### config.mk
export PLATFORM = sky130hd
export DESIGN_NAME = deser_queue_top_flat
export DESIGN_NICKNAME = d
export VERILOG_FILES = /design/src/rtl/deser_queue_pkg.sv /design/src/rtl/deser_queue_if.sv /design/src/rtl/word_fifo.sv /design/src/rtl/deser_queue_top.sv /design/src/flat_wrapper.sv
export SDC_FILE = /design/constraint.sdc
export NUM_CORES = 1
export LEC_CHECK = 0
export BUFFER_PORTS_ARGS = -buffer_cell sky130_fd_sc_hd__buf_2
export CELL_PAD_IN_SITES_DETAIL_PLACEMENT = 1
export CELL_PAD_IN_SITES_GLOBAL_PLACEMENT = 2
export CORE_MARGIN = 2
export CORE_UTILIZATION = 45
export CTS_BUF_LIST = sky130_fd_sc_hd__clkbuf_16
export DETAILED_ROUTE_END_ITERATION = 16
export PLACE_DENSITY_LB_ADDON = 0.1
export SETUP_SLACK_MARGIN = 0.1
export SYNTH_ARGS = -nofsm -noshare
export SYNTH_HDL_FRONTEND = slang
export SYNTH_SLANG_ARGS = --single-unit
export TNS_END_PERCENT = 30
### constraint.sdc
create_clock -name clock -period 4.15 [get_ports clock]
set_input_delay 0.2075 -clock clock [delete_from_list [all_inputs] [get_ports clock]]
set_output_delay 0.2075 -clock clock [all_outputs]
set_load 0.01 [all_outputs]
### src/rtl/deser_queue_pkg.sv
// -----------------------------------------------------------------------------
// deser_queue_pkg
//   Shared constants and types for the serial-to-parallel word queue.
//   WORD_W : width of an assembled word / queue entry
//   DEPTH  : queue depth in words
//   LEN_W  : width of the occupancy count (holds 0..DEPTH)
// -----------------------------------------------------------------------------
package deser_queue_pkg;

    localparam int WORD_W = 8;
    localparam int DEPTH  = 8;
    localparam int LEN_W  = 4;

    localparam int CNT_W  = $clog2(WORD_W);
    localparam int PTR_W  = $clog2(DEPTH);

    typedef logic [WORD_W-1:0] word_t;
    typedef logic [LEN_W-1:0]  len_t;
    typedef logic [PTR_W-1:0]  ptr_t;
    typedef logic [CNT_W-1:0]  cnt_t;

    // Circular pointer advance; the explicit wrap keeps the queue correct
    // even if DEPTH is later changed to a non-power-of-two.
    function automatic ptr_t next_ptr(input ptr_t p);
        return (p == ptr_t'(DEPTH - 1)) ? '0 : p + ptr_t'(1);
    endfunction

endpackage

### src/rtl/deser_queue_if.sv
// -----------------------------------------------------------------------------
// deser_queue_if
//   Bundles the serial producer / byte consumer signals of deser_queue_top.
//   master : drives data_in, write_in, dequeue_in; observes the outputs
//   slave  : the queue itself; drives status_out, len_out, data_out
// -----------------------------------------------------------------------------
interface deser_queue_if;
    import deser_queue_pkg::*;

    logic  data_in;
    logic  write_in;
    logic  dequeue_in;
    logic  status_out;
    len_t  len_out;
    word_t data_out;

    modport master (
        output data_in, write_in, dequeue_in,
        input  status_out, len_out, data_out
    );

    modport slave (
        input  data_in, write_in, dequeue_in,
        output status_out, len_out, data_out
    );

endinterface

### src/rtl/word_fifo.sv
// -----------------------------------------------------------------------------
// word_fifo
//   DEPTH-entry circular word queue with a registered pop output.
//   clock      : rising-edge clock
//   reset      : asynchronous active-low reset
//   push       : enqueue word this cycle
//   pop        : dequeue head onto data_out this cycle (ignored when empty)
//   word       : word to enqueue
//   data_out   : last popped word, held until the next successful pop
//   count      : current occupancy
//   count_next : occupancy after this cycle's push/pop
// -----------------------------------------------------------------------------
module word_fifo
    import deser_queue_pkg::*;
(
    input  logic  clock,
    input  logic  reset,
    input  logic  push,
    input  logic  pop,
    input  word_t word,
    output word_t data_out,
    output len_t  count,
    output len_t  count_next
);

    word_t mem [DEPTH];
    ptr_t  wr_ptr;
    ptr_t  rd_ptr;
    logic  push_ok;
    logic  pop_ok;

    // An empty queue has nothing to pop, even if a word is being written in
    // the same cycle: the new word only becomes visible next cycle.
    // NOTE: every signal assigned in always_comb gets a default first so no
    // path leaves it unassigned, which would otherwise infer a latch.
    always_comb begin
        push_ok    = push && (count != len_t'(DEPTH));
        pop_ok     = pop  && (count != '0);
        count_next = count;
        if (push_ok && !pop_ok) begin
            count_next = count + len_t'(1);
        end else if (pop_ok && !push_ok) begin
            count_next = count - len_t'(1);
        end
    end

    // NOTE: state is updated with non-blocking assignments so every register
    // samples the pre-edge values regardless of statement order.
    always_ff @(posedge clock or negedge reset) begin
        if (!reset) begin
            wr_ptr   <= '0;
            rd_ptr   <= '0;
            count    <= '0;
            data_out <= '0;
        end else begin
            count <= count_next;
            if (push_ok) begin
                wr_ptr <= next_ptr(wr_ptr);
            end
            if (pop_ok) begin
                data_out <= mem[rd_ptr];
                rd_ptr   <= next_ptr(rd_ptr);
            end
        end
    end

    // NOTE: the storage array is deliberately not reset; count gates every
    // read, so stale contents are never observable and the array can map
    // onto plain RAM/flops without a reset network.
    always_ff @(posedge clock) begin
        if (push_ok) begin
            mem[wr_ptr] <= word;
        end
    end

endmodule

### src/rtl/deser_queue_top.sv
// -----------------------------------------------------------------------------
// deser_queue_top
//   Serial-to-parallel front end feeding a word FIFO. One bit is taken from
//   data_in per rising edge of write_in, LSB first; every WORD_W bits form a
//   word that is pushed into the queue. Each rising edge of dequeue_in pops
//   the head word onto data_out.
//   clock          : rising-edge system clock
//   reset          : asynchronous active-low reset
//   bus.data_in    : serial data bit, captured on the write_in rising edge
//   bus.write_in   : bit strobe, one bit per 0->1 transition
//   bus.dequeue_in : pop strobe, one pop per 0->1 transition
//   bus.status_out : 1 = ready to accept bits (not full, no push pending)
//   bus.len_out    : queue occupancy 0..DEPTH
//   bus.data_out   : last popped word
// -----------------------------------------------------------------------------
module deser_queue_top
    import deser_queue_pkg::*;
(
    input  logic          clock,
    input  logic          reset,
    deser_queue_if.slave  bus
);

    // Strobe edge detection: history flops plus a registered event, so a
    // strobe held high for many cycles produces a single one-cycle event the
    // cycle after the edge is seen. The data bit is captured with the edge.
    logic write_hist;
    logic dequeue_hist;
    logic write_evt;
    logic dequeue_evt;
    logic data_bit;

    always_ff @(posedge clock or negedge reset) begin
        if (!reset) begin
            write_hist   <= 1'b0;
            dequeue_hist <= 1'b0;
            write_evt    <= 1'b0;
            dequeue_evt  <= 1'b0;
            data_bit     <= 1'b0;
        end else begin
            write_hist   <= bus.write_in;
            dequeue_hist <= bus.dequeue_in;
            write_evt    <= bus.write_in & ~write_hist;
            dequeue_evt  <= bus.dequeue_in & ~dequeue_hist;
            if (bus.write_in && !write_hist) begin
                data_bit <= bus.data_in;
            end
        end
    end

    // Deserializer
    word_t shift;
    cnt_t  cnt;
    logic  push_pend;
    logic  status_q;
    logic  accept;
    logic  last_bit;
    len_t  count;
    len_t  count_next;
    word_t fifo_data;

    // Bits arriving while status_q is low are dropped without moving cnt.
    assign accept   = write_evt & status_q;
    assign last_bit = accept && (cnt == cnt_t'(WORD_W - 1));

    always_ff @(posedge clock or negedge reset) begin
        if (!reset) begin
            shift     <= '0;
            cnt       <= '0;
            push_pend <= 1'b0;
            status_q  <= 1'b0;
        end else begin
            if (accept) begin
                shift[cnt] <= data_bit;
                cnt        <= last_bit ? '0 : cnt + cnt_t'(1);
            end
            // The completed word (including the last bit just written into
            // shift) is enqueued on the following cycle.
            push_pend <= last_bit;
            // Low through the push cycle, and whenever the queue will be full.
            status_q  <= !last_bit && (count_next != len_t'(DEPTH));
        end
    end

    word_fifo u_word_fifo (
        .clock      (clock),
        .reset      (reset),
        .push       (push_pend),
        .pop        (dequeue_evt),
        .word       (shift),
        .data_out   (fifo_data),
        .count      (count),
        .count_next (count_next)
    );

    assign bus.status_out = status_q;
    assign bus.len_out    = count;
    assign bus.data_out   = fifo_data;

endmodule

### src/flat_wrapper.sv
// flat-port wrapper written by rule: the top's interface ports become plain ports
module deser_queue_top_flat import deser_queue_pkg::*;
  (clock, reset, bus_data_in, bus_write_in, bus_dequeue_in, bus_status_out, bus_len_out, bus_data_out);
  deser_queue_if bus_i ();
  input  logic clock;
  input  logic reset;
  input wire logic [$bits(bus_i.data_in)-1:0] bus_data_in;
  input wire logic [$bits(bus_i.write_in)-1:0] bus_write_in;
  input wire logic [$bits(bus_i.dequeue_in)-1:0] bus_dequeue_in;
  output wire logic [$bits(bus_i.status_out)-1:0] bus_status_out;
  output wire logic [$bits(bus_i.len_out)-1:0] bus_len_out;
  output wire logic [$bits(bus_i.data_out)-1:0] bus_data_out;
  assign bus_i.data_in = bus_data_in;
  assign bus_i.write_in = bus_write_in;
  assign bus_i.dequeue_in = bus_dequeue_in;
  assign bus_status_out = bus_i.status_out;
  assign bus_len_out = bus_i.len_out;
  assign bus_data_out = bus_i.data_out;
  deser_queue_top u_core (.clock(clock), .reset(reset), .bus(bus_i));
endmodule
==> impl_table.tex <==
\begin{tabular}{lr}
\hline
Metric & Value \\
\hline
\multicolumn{2}{l}{\textbf{Clock network}} \\
Total clock buffers created by CTS & 9 \\
CTS max path bufs & 2 \\
TritonCTS clock tree & done \\
Clock-pin slew on the worst setup and hold paths & 0.07 ns \\
H-tree depth reported by CTS & 3 \\
\# clock sinks & 100 \\
Clock Latency Late Sink & 0.33 ns \\
Post-cts resize count & 0 \\
Cell chosen for the clock root & sky130\_fd\_sc\_hd\_\_clkbuf\_16 \\
\multicolumn{2}{l}{\textbf{Yosys}} \\
Distinct cell type count of the synthesized netlist & 38 \\
FFs w/ async S/R, synth & 36.0\% \\
Most common flop cell mapped by yosys & sky130\_fd\_sc\_hd\_\_edfxtp\_1 \\
Sequential-to-total area share from yosys stat & between 60\% and 70\% \\
Number of synthesized flops with an enable pin & 64 \\
Synthesized netlist cell count & 255 \\
Total nets after synthesis & about 270 \\
Yosys reg bits & 100 \\
Yosys synthesis warning count & 0 \\
Post-Syn Area & 0.00418 mm² \\
Post-synthesis average cell area & 16.4 µm² \\
\multicolumn{2}{l}{\textbf{Final layout}} \\
Area growth from synthesis to final layout & 11.0\% \\
Antenna Diode Count & 0 \\
Final instance area & 0.00464 mm² \\
Layout fillers & 892 \\
Share of post-route cells with drive strength above 1 & between 20\% and 30\% \\
Util after Layout & 50.9\% \\
Non-filler cells in the finished layout & $\sim$390 \\
Total Nets Final & a little under 300 \\
\multicolumn{2}{l}{\textbf{Critical path}} \\
CP Launch Type & flip-flop \\
Setup Crit Path Kind & reg -> reg \\
Delay of the slowest critical-path stage & 1.02 ns \\
Data arrival, critical path & 2.54 ns \\
Crit-path max FO & 9 \\
Sum of buffers and inverters on the critical path & 1 \\
Ordered cell list for the critical path & inv\_2 -> ha\_1 -> nand3b\_1 -> nand2\_2 -> nor3\_1 \\
Required time reported for the critical path endpoint & 4.10 ns \\
Critical path's slowest cell & sky130\_fd\_sc\_hd\_\_nor3\_1 \\
CP top delay family & simple AND/OR/NAND/NOR gates \\
FF-to-FF setup slack & 1.55 ns \\
CP endpoint kind & flip-flop \\
\multicolumn{2}{l}{\textbf{Die}} \\
Die Footprint & 0.0101 mm² \\
Count of pins on the block boundary & 18 \\
Total core area & 0.00911 mm² \\
Rows & 35 \\
Die extent in y & 100 µm \\
Horizontal die dimension & 100 µm \\
Starting utilization of the core area & 45.9\% \\
\multicolumn{2}{l}{\textbf{Outcome}} \\
Status & finished with violations \\
Failing checks & negative hold slack \\
\multicolumn{2}{l}{\textbf{Placement}} \\
Gp weighted congestion & 0.747 \\
Placed inst area & 0.00433 mm² \\
Count of input and output buffers & 17 \\
DPL Wire Length & 5270 µm \\
Cells after DPL & 375 \\
\multicolumn{2}{l}{\textbf{Power}} \\
Final Total Pwr & 3.04 mW \\
Leakage power summed over all cells & 1.75 nW \\
Power per cell area & around 660 mW/mm² \\
Worst IR Drop VDD & 0.000371 V \\
\multicolumn{2}{l}{\textbf{Timing}} \\
Fin Hold WS & -0.0235 ns \\
Final clock skew & 0.00831 ns \\
Final setup violation count & 0 \\
Worst relative slew slack & 18.1\% \\
Final cycle utilization of the critical path & 62.6\% \\
Worst Tran Pin Value & 1.22 ns \\
Final count of pins violating max slew & 0 \\
Unrepaired setup endpoints after global routing & false \\
Final Hold Fails & 33 \\
Highest clock rate & approximately 0.39 GHz \\
Setup TNS & 0 ns \\
Final critical path time including I/O delays and setup & 2.60 ns \\
\multicolumn{2}{l}{\textbf{Route}} \\
Antenna violation net count after detailed routing & 0 \\
1st-iter DRT viols & 63 \\
Vias & 2,107 \\
Detailed-route wire length & 7610 µm \\
Wire per inst & between 15 and 20 µm \\
DRC violations left & 0 \\
Iteration count of the initial detailed-routing pass & 4 \\
Via-per-instance ratio & about 5.4 \\
\multicolumn{2}{l}{\textbf{Global route}} \\
Antenna violations before repair & 0 \\
Maximum number of pins on one net before global-route repair & 37 \\
Wire length of the first global-routing pass & 12,300 µm \\
Via count of the first global-routing pass & $\sim$2.2k \\
GRT Util Overall & 16.6\% \\
Final global-route overflow total & 0 \\
\multicolumn{2}{l}{\textbf{Run}} \\
Max-capacitance violation count & 0 \\
\multicolumn{2}{l}{\textbf{Hold path}} \\
Type of the tightest min-delay check & in -> async \\
\hline
\end{tabular}
-- layer usage --
layer  up-vias  wire length [µm]  track usage (%)
met1      1058              3820             24.3
met3         5               103             2.72
met4         0                92             6.01
met5         -                 0                0
li1       1027                 -                -
met2        17              3600             25.2
-- cell families (layout without fill, tap and decap cells) --
family	after synthesis	in the layout	synth area share [%]
DFF	100	100	67.6
xor gates and xnor gates	1	1	0.210
buffers and inverters	16	43	2.52
and+or+nand+nor	64	64	7.49
AOI/OAI and AO/OA	27	27	4.55
muxes	39	39	15.3
adders and majority gates	8	8	2.40
-- area by class of cell --
| class | count | area, µm² | area share (%) |
|---|---|---|---|
| Clock inverter | 7 | 57.6 | 1.24 |
| Tap cell | 111 | 139 | 3.00 |
| Sequential cell | 100 | 2820 | 60.9 |
| Timing Repair Buffer | 21 | 120 | 2.59 |
| Clock buffer | 9 | 225 | 4.86 |
| Inverter | 6 | 22.5 | 0.486 |
| Multi-Input combinational cell | 139 | 1250 | 27.0 |
-- final timing paths --
| kind | from | endpoint | cells after the start |
|---|---|---|---|
| min in group clock | bus_data_in | u_core.data_bit$_DFFE_PN0P_ | 2 |
| worst max register to register | u_core.u_word_fifo.count[1]$_DFF_PN0_ | u_core.u_word_fifo.mem[2][1]$_DFFE_PP_ | 5 |
| worst max-delay path | u_core.u_word_fifo.count[1]$_DFF_PN0_ | u_core.u_word_fifo.mem[2][1]$_DFFE_PP_ | 5 |
| max in group asynchronous | reset | u_core.u_word_fifo.data_out[1]$_DFFE_PN0P_ | 1 |
| worst min-delay path | reset | u_core.write_hist$_DFF_PN0_ | 1 |
| worst min register to register | u_core.write_hist$_DFF_PN0_ | u_core.write_evt$_DFF_PN0_ | 1 |
-- synth_stat cells (all sizes together), types with 6 or more instances --
| cell | number | area share, % |
|---|---|---|
| mux4 | 16 | 9.3 |
| dfrtp | 36 | 22 |
| edfxtp | 64 | 46 |
| nand2 | 19 | 1.8 |
| o21ai | 13 | 1.6 |
| buf | 10 | 2.0 |
| nor3 | 13 | 1.6 |
| inv | 6 | 0.54 |
| nand2b | 8 | 1.2 |
| mux2 | 14 | 3.8 |
| ha | 8 | 2.4 |
| nor2 | 11 | 0.99 |
| mux2i | 9 | 2.2 |
-- through the flow --
stage               hold slack [ns]  worst slack, ns
detailed placement            0.327             1.49
floorplan                   -0.0881             1.84
global route                 0.0351             1.31
finish                      -0.0235             1.55
CTS                         0.00893             1.47
global placement              0.326             1.73
-- report_power, final --
| group | leakage [nW] | internal (mW) | switching, mW |
|---|---|---|---|
| combinational | 0.582 | 0.375 | 0.288 |
| clock | 0.140 | 0.415 | 0.375 |
| sequential | 1.03 | 1.28 | 0.306 |
-- what timing repair did --
item | CTS | global route
hold buffers | 2 | 0
endpoints found under the hold margin | 2 | 0
setup buffers | 0 | 0
-- placed cells by master, fill, tap and decap left out, types with 3 or more instances in the layout --
cell type | synthesis | layout
sky130_fd_sc_hd__edfxtp_1 | 64 | 64
sky130_fd_sc_hd__dfrtp_1 | 36 | 36
sky130_fd_sc_hd__nand2_1 | 18 | 18
sky130_fd_sc_hd__buf_2 | 5 | 17
sky130_fd_sc_hd__mux2_2 | 14 | 14
sky130_fd_sc_hd__nor3_1 | 13 | 13
sky130_fd_sc_hd__nor2_1 | 11 | 11
sky130_fd_sc_hd__mux2i_1 | 9 | 9
sky130_fd_sc_hd__o21ai_1 | 9 | 9
sky130_fd_sc_hd__clkbuf_16 | 0 | 9
sky130_fd_sc_hd__nand2b_1 | 8 | 8
sky130_fd_sc_hd__mux4_2 | 8 | 8
sky130_fd_sc_hd__mux4_1 | 8 | 8
sky130_fd_sc_hd__ha_1 | 8 | 8
sky130_fd_sc_hd__inv_1 | 5 | 6
sky130_fd_sc_hd__nor2b_1 | 3 | 3
sky130_fd_sc_hd__a21oi_1 | 3 | 3
sky130_fd_sc_hd__o21ai_0 | 3 | 3
sky130_fd_sc_hd__a21o_1 | 3 | 3
-- flip-flops by register name (all words and copies together) (netlist names) --
register / flops
u_core.u_word_fifo.mem: 64
u_core.shift: 8
u_core.u_word_fifo.data_out: 8
u_core.u_word_fifo.count: 4
u_core.cnt: 3
u_core.u_word_fifo.rd_ptr: 3
u_core.u_word_fifo.wr_ptr: 3
u_core.bus.status_out: 1
u_core.data_bit: 1
u_core.dequeue_evt: 1
u_core.dequeue_hist: 1
u_core.push_pend: 1
u_core.write_evt: 1
u_core.write_hist: 1
Power figures use the tool's default switching activity.
